===== src/rtl/alu_pkg.sv =====
// Shared types and constants for the 4-op ALU and its operand sequencer.
package alu_pkg;

    typedef enum logic [2:0] {
        WAIT_A  = 3'b000,
        WAIT_B  = 3'b001,
        WAIT_OP = 3'b010,
        EXEC    = 3'b011,
        SHOW    = 3'b100
    } seq_state_t;

    localparam logic [1:0] OP_NOR  = 2'b00;
    localparam logic [1:0] OP_NAND = 2'b01;
    localparam logic [1:0] OP_ADD  = 2'b10;
    localparam logic [1:0] OP_SUB  = 2'b11;

    // Bit positions inside the 5-bit flag vector {V,C,Z,N,P}.
    localparam int FLG_V = 4;
    localparam int FLG_C = 3;
    localparam int FLG_Z = 2;
    localparam int FLG_N = 1;
    localparam int FLG_P = 0;

endpackage


===== src/rtl/rise_edge_detect.sv =====
// Single-cycle pulse on each 0->1 transition of a level input.
module rise_edge_detect (
    input  logic clk,
    input  logic reset_n,
    input  logic in,
    output logic pulse
);

    logic in_q;
    logic in_d;

    always_comb begin
        in_d = in;
    end

    always_ff @(posedge clk) begin
        if (!reset_n) begin
            in_q <= 1'b0;
        end else begin
            in_q <= in_d;
        end
    end

    assign pulse = in & ~in_q;

endmodule


===== src/rtl/alu_operand_sequencer.sv =====
// Captures A, B and OpCode from one switch bank on successive load presses,
// then latches the ALU result/flags and counts executions.
module alu_operand_sequencer
    import alu_pkg::*;
#(
    parameter int M     = 8,
    parameter int CNT_W = 8
) (
    input  logic             clk,
    input  logic             reset_n,
    input  logic [M-1:0]     sw,
    input  logic             load_btn,
    input  logic             clear_btn,
    output logic [M-1:0]     A,
    output logic [M-1:0]     B,
    output logic [1:0]       OpCode,
    input  logic [M-1:0]     alu_result,
    input  logic [4:0]       alu_flags,
    output logic [M-1:0]     result_q,
    output logic [4:0]       flags_q,
    output logic [2:0]       state,
    output logic             done,
    output logic [CNT_W-1:0] op_count
);

    seq_state_t       state_q, state_d;
    logic [M-1:0]     a_q, a_d;
    logic [M-1:0]     b_q, b_d;
    logic [1:0]       op_q, op_d;
    logic [M-1:0]     res_q, res_d;
    logic [4:0]       flg_q, flg_d;
    logic [CNT_W-1:0] cnt_q, cnt_d;
    logic             load_pulse;
    logic             state_legal;

    rise_edge_detect u_load_edge (
        .clk     (clk),
        .reset_n (reset_n),
        .in      (load_btn),
        .pulse   (load_pulse)
    );

    always_comb begin
        state_d     = state_q;
        a_d         = a_q;
        b_d         = b_q;
        op_d        = op_q;
        res_d       = res_q;
        flg_d       = flg_q;
        cnt_d       = cnt_q;
        state_legal = state_q inside {WAIT_A, WAIT_B, WAIT_OP, EXEC, SHOW};

        if (!state_legal) begin
            state_d = WAIT_A;
        end else if (clear_btn) begin
            // Clear aborts the sequence but keeps the last displayed result.
            state_d = WAIT_A;
            a_d     = '0;
            b_d     = '0;
            op_d    = '0;
        end else begin
            case (state_q)
                WAIT_A, SHOW: begin
                    if (load_pulse) begin
                        a_d     = sw;
                        state_d = WAIT_B;
                    end
                end
                WAIT_B: begin
                    if (load_pulse) begin
                        b_d     = sw;
                        state_d = WAIT_OP;
                    end
                end
                WAIT_OP: begin
                    if (load_pulse) begin
                        op_d    = sw[1:0];
                        state_d = EXEC;
                    end
                end
                EXEC: begin
                    // Operands have been stable for the whole cycle; a press here is dropped.
                    res_d   = alu_result;
                    flg_d   = alu_flags;
                    cnt_d   = cnt_q + CNT_W'(1);
                    state_d = SHOW;
                end
                default: state_d = WAIT_A;
            endcase
        end
    end

    always_ff @(posedge clk) begin
        if (!reset_n) begin
            state_q <= WAIT_A;
            a_q     <= '0;
            b_q     <= '0;
            op_q    <= '0;
            res_q   <= '0;
            flg_q   <= '0;
            cnt_q   <= '0;
        end else begin
            state_q <= state_d;
            a_q     <= a_d;
            b_q     <= b_d;
            op_q    <= op_d;
            res_q   <= res_d;
            flg_q   <= flg_d;
            cnt_q   <= cnt_d;
        end
    end

    assign A        = a_q;
    assign B        = b_q;
    assign OpCode   = op_q;
    assign result_q = res_q;
    assign flags_q  = flg_q;
    assign state    = state_q;
    assign done     = (state_q == SHOW);
    assign op_count = cnt_q;

endmodule


===== config.mk =====
export PLATFORM = sky130hd
export DESIGN_NAME = alu_operand_sequencer
export DESIGN_NICKNAME = d
export VERILOG_FILES = /design/src/rtl/alu_pkg.sv /design/src/rtl/rise_edge_detect.sv /design/src/rtl/alu_operand_sequencer.sv
export SDC_FILE = /design/constraint.sdc
export NUM_CORES = 1
export LEC_CHECK = 0
export ABC_AREA = 1
export ABC_CLOCK_PERIOD_IN_PS = 2400
export BUFFER_PORTS_ARGS = -buffer_cell sky130_fd_sc_hd__buf_2
export CAP_MARGIN = 15
export CELL_PAD_IN_SITES_DETAIL_PLACEMENT = 1
export CELL_PAD_IN_SITES_GLOBAL_PLACEMENT = 1
export CORE_MARGIN = 3
export CORE_UTILIZATION = 25
export CTS_BUF_LIST = sky130_fd_sc_hd__clkbuf_4 sky130_fd_sc_hd__clkbuf_8 sky130_fd_sc_hd__clkbuf_16
export CTS_CLUSTER_DIAMETER = 120
export DETAILED_ROUTE_END_ITERATION = 7
export GPL_ROUTABILITY_DRIVEN = 1
export HOLD_SLACK_MARGIN = 0.12
export MAX_ROUTING_LAYER = met4
export PLACE_DENSITY_LB_ADDON = 0.1
export SLEW_MARGIN = 20
export SYNTH_ARGS = -nofsm -noshare
export SYNTH_HDL_FRONTEND = slang
export SYNTH_HIERARCHICAL = 1
export SYNTH_SLANG_ARGS = --single-unit

===== constraint.sdc =====
create_clock -name clk -period 2.4 [get_ports clk]
set_input_delay 0.12 -clock clk [delete_from_list [all_inputs] [get_ports clk]]
set_output_delay 0.12 -clock clk [all_outputs]
set_load 0.02 [all_outputs]

==> PnR_summary.wiki, run 1 <==
{| class="wikitable"
! Metric !! Value
|-
| Floorplan die area || 8465 µm²
|-
| DIE HEIGHT || 92.01 µm
|-
| Global-route usage over all layers || 13.85%
|-
| Compound-cell area share of the yosys netlist || 9.878%
|-
| Largest net degree at the start of global routing || 21
|-
| Routed via count divided by cell count || 4.251
|-
| Post-synth top area share || 46.55%
|-
| R2R setup slack || 830 ps
|-
| Yosys warning total || 6
|-
| Total detailed-routing wirelength || 5.364 mm
|-
| DR DRC count || 0
|-
| Number of detailed-routing iterations run before antenna repair || 4
|-
| Yosys top cell by area || sky130_fd_sc_hd__dfxtp_1
|-
| WS Path Type || primary input to flop
|-
| Share of synthesized area spent on multiplexers || 0%
|-
| Vias after detailed routing || 1,879
|-
| Number of buffers created by CTS || 5
|-
| Average detailed-routed wire length per instance || 12.14 µm
|-
| Number of register bits inferred by synthesis || 43
|-
| Syn_nets || 288
|-
| R2r worst-path depth || 5
|-
| Average instance area after synthesis || 7.058 µm²
|-
| Setup repair after global routing missed its margin || false
|-
| Source-to-sink clock delay at the later pin of the worst-skew pair || 300 ps
|-
| Max_cap viols || 0
|-
| Synth-to-layout area growth || 37.42%
|-
| Proportion of layout cells with a drive suffix above 1 || 26.30%
|-
| Cell count after synthesis || 262
|-
| Category of the worst setup path launch point || primary input
|-
| Critical Path End Type || flop
|-
| Number of global-route vias before repair || 1,936
|-
| Filler-free cell count of the finished design || 442
|-
| Final setup violation count || 0
|-
| Min cycle time layout || 1625 ps
|-
| Number of I/O port buffers || 67
|-
| Adder-Cell Fraction of Synth Area || 0.6766%
|-
| Final-report max-slew violation count || 0
|-
| Area share of xor/xnor cells in the synthesized design || 0%
|-
| NumNets Final || 372
|-
| Dominant combinational cell family by area after synthesis || simple AND/OR/NAND/NOR gates
|-
| Leading post-synthesis cells by cell area || sky130_fd_sc_hd__dfxtp_1 47%, sky130_fd_sc_hd__nor2_1 14%, sky130_fd_sc_hd__nand2_1 9.7%
|-
| Relative slew slack || 54.66%
|-
| Wire length of the first global-routing pass || 9.177 mm
|-
| Hold slack || 141.0 ps
|-
| Number of diodes added for antenna fixing || 0
|-
| Highest clock rate || 615.5 MHz
|-
| H-Tree Level Count || 2
|-
| Global route overflow || 0
|-
| Final critical-path share of the clock period || 67.69%
|-
| Worst Path Required || 2640 ps
|-
| Final antenna-violating net count || 0
|-
| Critical path fanouts, max || 9
|-
| Final Hold Vio Count || 0
|-
| Total power divided by cell area || 587.3 nW/µm²
|-
| Clock-pin slew reported for the worst setup and hold paths after clock tree synthesis || 80 ps
|-
| VDD IR max || 0.3127 mV
|-
| Top-level port count || 68
|-
| Area of the core || 6982 µm²
|-
| Count of cells along the worst hold path || 3
|-
| Placer's final routability congestion estimate || 0.7329
|-
| Number of antenna violations at the first check in global routing || 0
|-
| Clock skew || 9.165 ps
|-
| Seq/Total Area, Yosys || 46.55%
|-
| CTS Buffer Depth || 2
|-
| Run status || completed
|-
| Inst Count DP || 418
|-
| TritonCTS clock tree || done
|-
| Simple-gate share of the synthesized area || 34.24%
|-
| Worst-Margin Slew || 678.5 ps
|-
| FP Rows || 30
|-
| Leakage Power || 0.001217 µW
|-
| Netlist cell types || 25
|-
| Clk sinks || 43
|-
| Number of fill cells || 911
|-
| Critical path arrival || 1860 ps
|-
| Post-CTS sizing || 0
|-
| Hold WC Path Type || primary input to flop
|-
| Die X || 92.01 µm
|-
| Root Buffer || sky130_fd_sc_hd__clkbuf_8
|-
| Initial DRC Count || 61
|-
| Estimated wirelength of the detail-placed design || 3.881 mm
|-
| Post-synthesis cell area || 1849 µm²
|-
| Setup TNS Final || 0 ps
|-
| Effective utilization at floorplan || 26.49%
|}
## flip-flops by register name, indices dropped and copies added (netlist names)
register and cells:
A 8, flags_q 5, B 8, op_count 8
result_q 8, u_load_edge/in_q 1, OpCode 2, state 3
## synthesized netlist by cell type (all sizes together)
master   n
a21oi   13
buf      5
clkbuf   4
clkinv   1
dfxtp   43
ha       1
inv     27
nand2   52
nand3   15
nand4    5
nor2    73
nor3     3
o21ai   19
o21bai   1
## logic make-up (layout without fill, tap and decap cells)
| kind of cell | after synthesis | after routing |
|---|---|---|
| adder cells (fa/ha/maj) | 1 | 1 |
| flip-flops | 43 | 43 |
| AO/OA/AOI/OAI | 33 | 33 |
| AND/OR/NAND/NOR | 148 | 148 |
| buffers and inverters | 37 | 121 |
## layout by cell type (no fill, tap or decap), types with 5 or more instances in the layout
cell / instances
sky130_fd_sc_hd__dfxtp_1: 43
sky130_fd_sc_hd__nand4_1: 5
sky130_fd_sc_hd__o21ai_0: 17
sky130_fd_sc_hd__clkbuf_8: 5
sky130_fd_sc_hd__nor2_1: 70
sky130_fd_sc_hd__a21oi_1: 13
sky130_fd_sc_hd__inv_2: 5
sky130_fd_sc_hd__inv_1: 22
sky130_fd_sc_hd__dlygate4sd3_1: 17
sky130_fd_sc_hd__nand3_1: 15
sky130_fd_sc_hd__buf_2: 67
sky130_fd_sc_hd__nand2_1: 48
## timing repair
action / in CTS / in global routing
hold buffers: 16 / 1
hold endpoints to repair: 16 / 1
setup buffers: 0 / 0
## area by class of cell
cell class / count / area, µm² / area share, %
Tap cell: 96 / 120.1 / 4.727
Multi-Input combinational cell: 182 / 828.3 / 32.59
Clock buffer: 6 / 76.32 / 3.003
Timing Repair Buffer: 86 / 520.5 / 20.48
Inverter: 28 / 105.1 / 4.136
Sequential cell: 43 / 860.8 / 33.87
Clock inverter: 1 / 30.03 / 1.182
## final timing paths
check,startpoint,to
worst min-delay path,sw[3],A[3]$_SDFFE_PN0P_
worst max register to register,state[1]$_SDFFE_PP0P_,op_count[0]$_SDFFE_PN0P_
worst max-delay path,load_btn,B[7]$_SDFFE_PN0P_
worst min register to register,A[5]$_SDFFE_PN0P_,A[5]$_SDFFE_PN0P_
## metrics by stage
step,cell area (µm²),utilization (%),power (µW),setup slack (ps)
after detailed placement,2265,32.44,920.3,797.0
final,2541,36.40,1493,775.3
after CTS,2531,36.25,1519,783.0
after global routing,2541,36.40,1567,587.0
after global placement,2265,32.44,918.7,831.9
after floorplan,1849,-,859.2,1130
## where the power goes
group,total (µW),switching (µW),internal [µW]
clock,569,252,317
combinational,182,109,73.3
sequential,741,9.34,732
## worst max-delay path, cell delays in order
cell and delay, ps:
sky130_fd_sc_hd__dlygate4sd3_1 520, sky130_fd_sc_hd__buf_2 110, sky130_fd_sc_hd__inv_1 40, sky130_fd_sc_hd__nor2_2 330, sky130_fd_sc_hd__inv_2 60, sky130_fd_sc_hd__nor2_1 100
sky130_fd_sc_hd__nand2_1 100, sky130_fd_sc_hd__nand2_2 140, sky130_fd_sc_hd__nand2_4 110, sky130_fd_sc_hd__inv_2 110, sky130_fd_sc_hd__nor2_1 40, sky130_fd_sc_hd__nor2_1 80
## metal layers
metal / vias to the layer above / GRT usage, % / wire length [µm]
met5: - / - / 0
met4: 0 / 5.198 / 57
met3: 7 / 3.199 / 215
met1: 853 / 17.86 / 2696
met2: 34 / 21.17 / 2396
li1: 985 / - / -
No activity file was read; power rests on OpenSTA's default activity.
==> run 2, diff against run 1 <==
- ABC_CLOCK_PERIOD_IN_PS: 2400 -> 1600
- clock period: 2.4 -> 1.6 ns (I/O delays scaled with it)
==> run 2 against run 1 <==
Against the previous run:
- sequential cell count is the same
- largest power group unchanged
- critical endpoint is now OpCode[0]$_SDFFE_PN0P_
- critical path type unchanged
- sequential power grew 50%
- largest cell class unchanged
- clock skew shrank 4.4 ps
==> PnR_summary.wiki, run 2 (same netlist as run 1, synthesis figures left out) <==
{| class="wikitable"
! Metric !! Value
|-
| R2R setup slack || 280 ps (-550 ps)
|-
| Critical path fanouts, max || 6 (-3)
|-
| Most common library cell in the layout ignoring fill and taps || sky130_fd_sc_hd__nor2_1
|-
| Final WS setup || 153.8 ps (-621.6 ps)
|-
| Clock skew || 4.814 ps (-4.351 ps)
|-
| Wire length of the first global-routing pass || 9.094 mm (-0.90%)
|-
| Final setup violation count || 0 (unchanged)
|-
| R2r worst-path depth || 7 (+2)
|-
| Effective utilization at floorplan || 26.49% (unchanged)
|-
| Min cycle time layout || 1446 ps
|-
| Top-level port count || 68 (unchanged)
|-
| Number of diodes added for antenna fixing || 0 (unchanged)
|-
| Critical Path End Type || flop
|-
| Max_cap viols || 0 (unchanged)
|-
| Critical path arrival || 1680 ps (-180 ps)
|-
| Dpl ws || 173.4 ps (-623.6 ps)
|-
| Area of the core || 6982 µm² (unchanged)
|-
| Synth-to-layout area growth || 41.20%
|-
| Number of detailed-routing iterations run before antenna repair || 4 (unchanged)
|-
| FP Rows || 30 (unchanged)
|-
| CTS Buffer Depth || 2 (unchanged)
|-
| Average detailed-routed wire length per instance || 11.78 µm (-2.9%)
|-
| Final-report max-slew violation count || 0 (unchanged)
|-
| VDD IR max || 0.2710 mV (-13%)
|-
| Global-route usage over all layers || 13.68% (-0.17 points)
|-
| Category of the worst setup path launch point || primary input
|-
| Total power divided by cell area || 856.5 nW/µm² (+46%)
|-
| Worst-Margin Slew || 330.2 ps (-348.3 ps)
|-
| Proportion of layout cells with a drive suffix above 1 || 27.27% (+0.97 points)
|-
| DIE HEIGHT || 92.01 µm (unchanged)
|-
| NumNets Final || 378 (+1.6%)
|-
| Hold slack || 138.4 ps (-2.669 ps)
|-
| Total detailed-routing wirelength || 5.277 mm (-1.6%)
|-
| Worst Path Required || 1830 ps (-810 ps)
|-
| Setup repair after global routing missed its margin || false
|-
| Routed via count divided by cell count || 4.217 (-0.81%)
|-
| Clk sinks || 43 (unchanged)
|-
| Setup TNS Final || 0 ps (unchanged)
|-
| Hold WC Path Type || primary input to flop
|-
| TritonCTS clock tree || done
|-
| Estimated wirelength of the detail-placed design || 3.801 mm (-2.1%)
|-
| Final critical-path share of the clock period || 90.39%
|-
| Number of buffers created by CTS || 5 (unchanged)
|-
| Clock-pin slew reported for the worst setup and hold paths after clock tree synthesis || 80 ps (about the same)
|-
| Initial DRC Count || 43 (-30%)
|-
| Run status || completed
|-
| Leakage Power || 0.001250 µW (+2.7%)
|-
| P_int || 1693 µW (+51%)
|-
| Share of power burned in registers || 49.8% (about the same)
|-
| Part of the total power dissipated in the clock network || 37.6% (-0.5 points)
|-
| Number of global-route vias before repair || 1,881 (-2.8%)
|-
| Count of cells along the worst hold path || 5 (+2)
|-
| H-Tree Level Count || 2 (unchanged)
|-
| Number of antenna violations at the first check in global routing || 0 (unchanged)
|-
| Sequential cell area || 860.8 µm² (unchanged)
|-
| Number of I/O port buffers || 67 (unchanged)
|-
| DR DRC count || 0 (unchanged)
|-
| Global route overflow || 0 (unchanged)
|-
| Relative slew slack || 77.96% (+23 points)
|-
| Largest net degree at the start of global routing || 21 (unchanged)
|-
| Final Hold Vio Count || 0 (unchanged)
|-
| Die X || 92.01 µm (unchanged)
|-
| Proportion of power drawn by combinational gates || 12.7% (+0.5 points)
|-
| Source-to-sink clock delay at the later pin of the worst-skew pair || 290 ps (about the same)
|-
| Area occupied by multi-input gates || 838.3 µm² (+1.2%)
|-
| Vias after detailed routing || 1,889 (+0.53%)
|-
| Utilization of the core after routing || 37.40% (+1.0 points)
|-
| Placer's final routability congestion estimate || 0.7351 (+0.30%)
|-
| Root Buffer || sky130_fd_sc_hd__clkbuf_8
|-
| Net Sw Power || 543.4 µW (+47%)
|-
| Final antenna-violating net count || 0 (unchanged)
|-
| Number of fill cells || 913 (+0.22%)
|-
| Switching Share || 24.30% (-0.52 points)
|-
| Highest clock rate || 691.4 MHz
|-
| Commonest cells after routing, fill and taps aside || 70 x sky130_fd_sc_hd__nor2_1, 67 x sky130_fd_sc_hd__buf_2, 48 x sky130_fd_sc_hd__nand2_1
|-
| Floorplan die area || 8465 µm² (unchanged)
|-
| WS Path Type || primary input to flop
|}
run 2: cell count changes in the layout (fill, tap and decap cells not counted):
| cell | delta |
|---|---|
| sky130_fd_sc_hd__nor2_2 | -1 |
| sky130_fd_sc_hd__nand2_4 | +1 |
| sky130_fd_sc_hd__buf_12 | +1 |
| sky130_fd_sc_hd__buf_4 | +4 |
| sky130_fd_sc_hd__nand2_2 | -1 |
| sky130_fd_sc_hd__dlygate4sd3_1 | +1 |
| sky130_fd_sc_hd__nor2_4 | +1 |
run 2: timing repair:
action                                 4_1_cts  5_1_grt
hold buffers                                18        0
endpoints found under the hold margin       18        0
setup endpoints to repair                    0       15
setup buffers                                0        4
resized for setup                            0        2
run 2: cell type report:
type                            count  area share [%]
Clock buffer                        6           2.923
Multi-Input combinational cell    182           32.10
Clock inverter                      1           1.150
Sequential cell                    43           32.97
Timing Repair Buffer               92           22.23
Inverter                           28           4.025
Tap cell                           96           4.600
run 2: worst max-delay path: stages:
cell	delay, ps
sky130_fd_sc_hd__dlygate4sd3_1	530
sky130_fd_sc_hd__buf_2	120
sky130_fd_sc_hd__inv_1	60
sky130_fd_sc_hd__nor2_4	180
sky130_fd_sc_hd__buf_4	140
sky130_fd_sc_hd__nor2_1	40
sky130_fd_sc_hd__inv_1	180
sky130_fd_sc_hd__nand2_1	80
sky130_fd_sc_hd__nor2_1	130
sky130_fd_sc_hd__nor2_1	50
sky130_fd_sc_hd__nor2_1	80
run 2: final timing paths:
path                       startpoint                  endpoint
max reg2reg     state[2]$_SDFFE_PP0P_         B[0]$_SDFFE_PN0P_
min                             sw[4]         B[4]$_SDFFE_PN0P_
min reg2reg  op_count[4]$_SDFFE_PN0P_  op_count[4]$_SDFFE_PN0P_
max                          load_btn    OpCode[0]$_SDFFE_PN0P_
run 2: metal layers:
metal / GRT usage [%] / wire [µm] / up-vias
met4: 4.455 / 73 / 0
met2: 20.68 / 2334 / 34
met1: 18.20 / 2701 / 849
li1: - / - / 1001
met5: - / 0 / -
met3: 2.953 / 167 / 5
run 2: power by group through the flow:
stage                     clock, µW  sequential (µW)  combinational (µW)
after global placement            0             1140                 240
after detailed placement          0             1140                 241
after global routing            911             1120                 322
after floorplan                   0             1170                 117
after CTS                       878             1110                 276
final                           840             1110                 284
run 2: stage by stage:
step | cells | power, µW | area [µm²]
floorplan | 262 | 1289 | 1849
global placement | 419 | 1379 | 2285
detailed placement | 419 | 1380 | 2285
CTS | 444 | 2267 | 2571
global route | 448 | 2351 | 2611
finish | 448 | 2237 | 2611
==> run 3, diff against run 2 <==
- CELL_PAD_IN_SITES_GLOBAL_PLACEMENT: 1 -> 2
==> run 3 against run 2 <==
Against the previous run:
- count of clock-buffer cells in the layout stayed put
- clock skew is essentially flat
- register-to-register slack better by 20 ps
- routed wire length is 1.7% higher
- utilization about the same
- sequential power barely moved
- via count is 0.32% higher
- final cell count fell by 0.45%
- clock power rose by 21%
- largest power group unchanged
==> PnR_summary.wiki, run 3 (same netlist as run 1, synthesis figures left out) <==
{| class="wikitable"
! Metric !! Value
|-
| Run status || completed
|-
| Most numerous cell on the critical path || sky130_fd_sc_hd__nor2_1
|-
| Area of the core || 6982 µm² (unchanged)
|-
| Filler-free cell count of the finished design || 446 (-0.45%)
|-
| Utilization of the core after routing || 37.37% (about the same)
|-
| Final critical-path share of the clock period || 84.83% (-5.6 points)
|-
| Total detailed-routing wirelength || 5.369 mm (+1.7%)
|-
| Floorplan die area || 8465 µm² (unchanged)
|-
| Inst Count DP || 420 (+0.24%)
|-
| Proportion of layout cells with a drive suffix above 1 || 26.86% (-0.42 points)
|-
| H-Tree Level Count || 2 (unchanged)
|-
| Hold WC Path Type || primary input to flop
|-
| Placer's final routability congestion estimate || 0.7154 (-2.7%)
|-
| Critical path's largest stage delay || 520 ps (about the same)
|-
| Total power divided by cell area || 923.9 nW/µm² (+7.9%)
|-
| Max_cap viols || 0 (unchanged)
|-
| Critical Path End Type || flop
|-
| Min cycle time layout || 1357 ps (-88.93 ps)
|-
| Clk sinks || 43 (unchanged)
|-
| Effective utilization at floorplan || 26.49% (unchanged)
|-
| NumNets Final || 375 (-0.79%)
|-
| Category of the worst setup path launch point || primary input
|-
| Global-route usage over all layers || 13.61% (-0.075 points)
|-
| Top-level port count || 68 (unchanged)
|-
| Clock-pin slew reported for the worst setup and hold paths after clock tree synthesis || 90 ps (about the same)
|-
| Post-CTS sizing || 0 (unchanged)
|-
| Source-to-sink clock delay at the later pin of the worst-skew pair || 290 ps (about the same)
|-
| Setup TNS Final || 0 ps (unchanged)
|-
| Relative slew slack || 78.87% (+0.92 points)
|-
| Number of diodes added for antenna fixing || 0 (unchanged)
|-
| Initial DRC Count || 31 (-28%)
|-
| Worst-Margin Slew || 316.5 ps (-13.71 ps)
|-
| Cell breakdown of the critical path || dlygate4sd3_1 -> buf_2 -> inv_1 -> nor2_2 -> inv_2 -> nor2_1 -> nand2_1 -> nand2_2 -> nand2_4 -> inv_2 -> nor2_1 -> nor2_1
|-
| Vias after detailed routing || 1,895 (+0.32%)
|-
| Root Buffer || sky130_fd_sc_hd__clkbuf_8
|-
| Final std cell area, no fill || 2609 µm² (about the same)
|-
| DP Area || 2292 µm² (+0.33%)
|-
| DIE HEIGHT || 92.01 µm (unchanged)
|-
| Number of detailed-routing iterations run before antenna repair || 4 (unchanged)
|-
| Die X || 92.01 µm (unchanged)
|-
| Hold slack || 133.1 ps (-5.288 ps)
|-
| Routed via count divided by cell count || 4.249 (+0.77%)
|-
| Estimated wirelength of the detail-placed design || 3.920 mm (+3.1%)
|-
| CTS Buffer Depth || 2 (unchanged)
|-
| CP max stage cell || sky130_fd_sc_hd__dlygate4sd3_1
|-
| Number of I/O port buffers || 67 (unchanged)
|-
| Number of buffers created by CTS || 5 (unchanged)
|-
| Critical path fanouts, max || 9 (+3)
|-
| TritonCTS clock tree || done
|-
| Final Hold Vio Count || 0 (unchanged)
|-
| Clock skew || 4.630 ps (-0.1834 ps)
|-
| Global route overflow || 0 (unchanged)
|-
| Critical path arrival || 1590 ps (-90 ps)
|-
| Worst Path Required || 1840 ps (about the same)
|-
| Commonest cells after routing, fill and taps aside || 70 x sky130_fd_sc_hd__nor2_1, 67 x sky130_fd_sc_hd__buf_2, 48 x sky130_fd_sc_hd__nand2_1
|-
| FP Rows || 30 (unchanged)
|-
| Largest net degree at the start of global routing || 23 (+9.5%)
|-
| Most common library cell in the layout ignoring fill and taps || sky130_fd_sc_hd__nor2_1
|-
| Final antenna-violating net count || 0 (unchanged)
|-
| Average detailed-routed wire length per instance || 12.04 µm (+2.2%)
|-
| Number of antenna violations at the first check in global routing || 0 (unchanged)
|-
| R2R setup slack || 300 ps (+20 ps)
|-
| Final setup violation count || 0 (unchanged)
|-
| Setup repair after global routing missed its margin || false
|-
| Highest clock rate || 736.8 MHz (+6.6%)
|-
| WS Path Type || primary input to flop
|-
| Number of global-route vias before repair || 1,902 (+1.1%)
|-
| Leakage Power || 0.001247 µW (-0.21%)
|-
| Synth-to-layout area growth || 41.07% (about the same)
|-
| Wire length of the first global-routing pass || 9.066 mm (-0.31%)
|-
| Final-report max-slew violation count || 0 (unchanged)
|-
| VDD IR max || 0.3064 mV (+13%)
|-
| DR DRC count || 0 (unchanged)
|}
==> run 3: through the flow <==
stage	worst slack [ps]	power (µW)
floorplan	330.5	1289
global placement	299.3	1382
detailed placement	280.0	1384
CTS	223.2	2455
global route	57.57	2527
finish	242.7	2410
==> run 3: layer usage <==
| layer | vias up | GRT usage, % | routed length [µm] |
|---|---|---|---|
| li1 | 989 | - | - |
| met1 | 869 | 17.13 | 2519 |
| met2 | 35 | 21.90 | 2590 |
| met3 | 2 | 3.199 | 220 |
| met4 | 0 | 3.713 | 38 |
| met5 | - | - | 0 |
==> run 3: what timing repair did <==
item,4_1_cts,5_1_grt
buffers inserted,0,0
hold buffers,18,0
endpoints found under the hold margin,18,0
==> run 3: worst max-delay path, delay by kind of cell <==
family,cells,cell delay [ps]
buf+inv,5,810
simple gates,7,710
==> run 3: power by group <==
part           switching (µW)  internal (µW)
sequential               15.0           1100
clock                     383            641
combinational             160            113
==> run 3: final cells by class <==
| class | count | area (µm²) |
|---|---|---|
| multi-input cells | 182 | 828.3 |
| inverters | 28 | 105.1 |
| clock buffers | 6 | 76.32 |
| repair buffers | 89 | 558.0 |
| well taps | 96 | 120.1 |
| flip-flops and latches | 43 | 860.8 |
| fillers | 928 | 4373 |
| clock inverters | 2 | 60.06 |
==> run 3: worst paths after layout <==
kind | depth (start not counted) | to | startpoint
setup / recovery | 12 | B[3]$_SDFFE_PN0P_ | load_btn
hold / removal | 3 | B[2]$_SDFFE_PN0P_ | reset_n
setup reg to reg | 8 | op_count[3]$_SDFFE_PN0P_ | state[1]$_SDFFE_PP0P_
hold reg to reg | 2 | A[5]$_SDFFE_PN0P_ | A[5]$_SDFFE_PN0P_
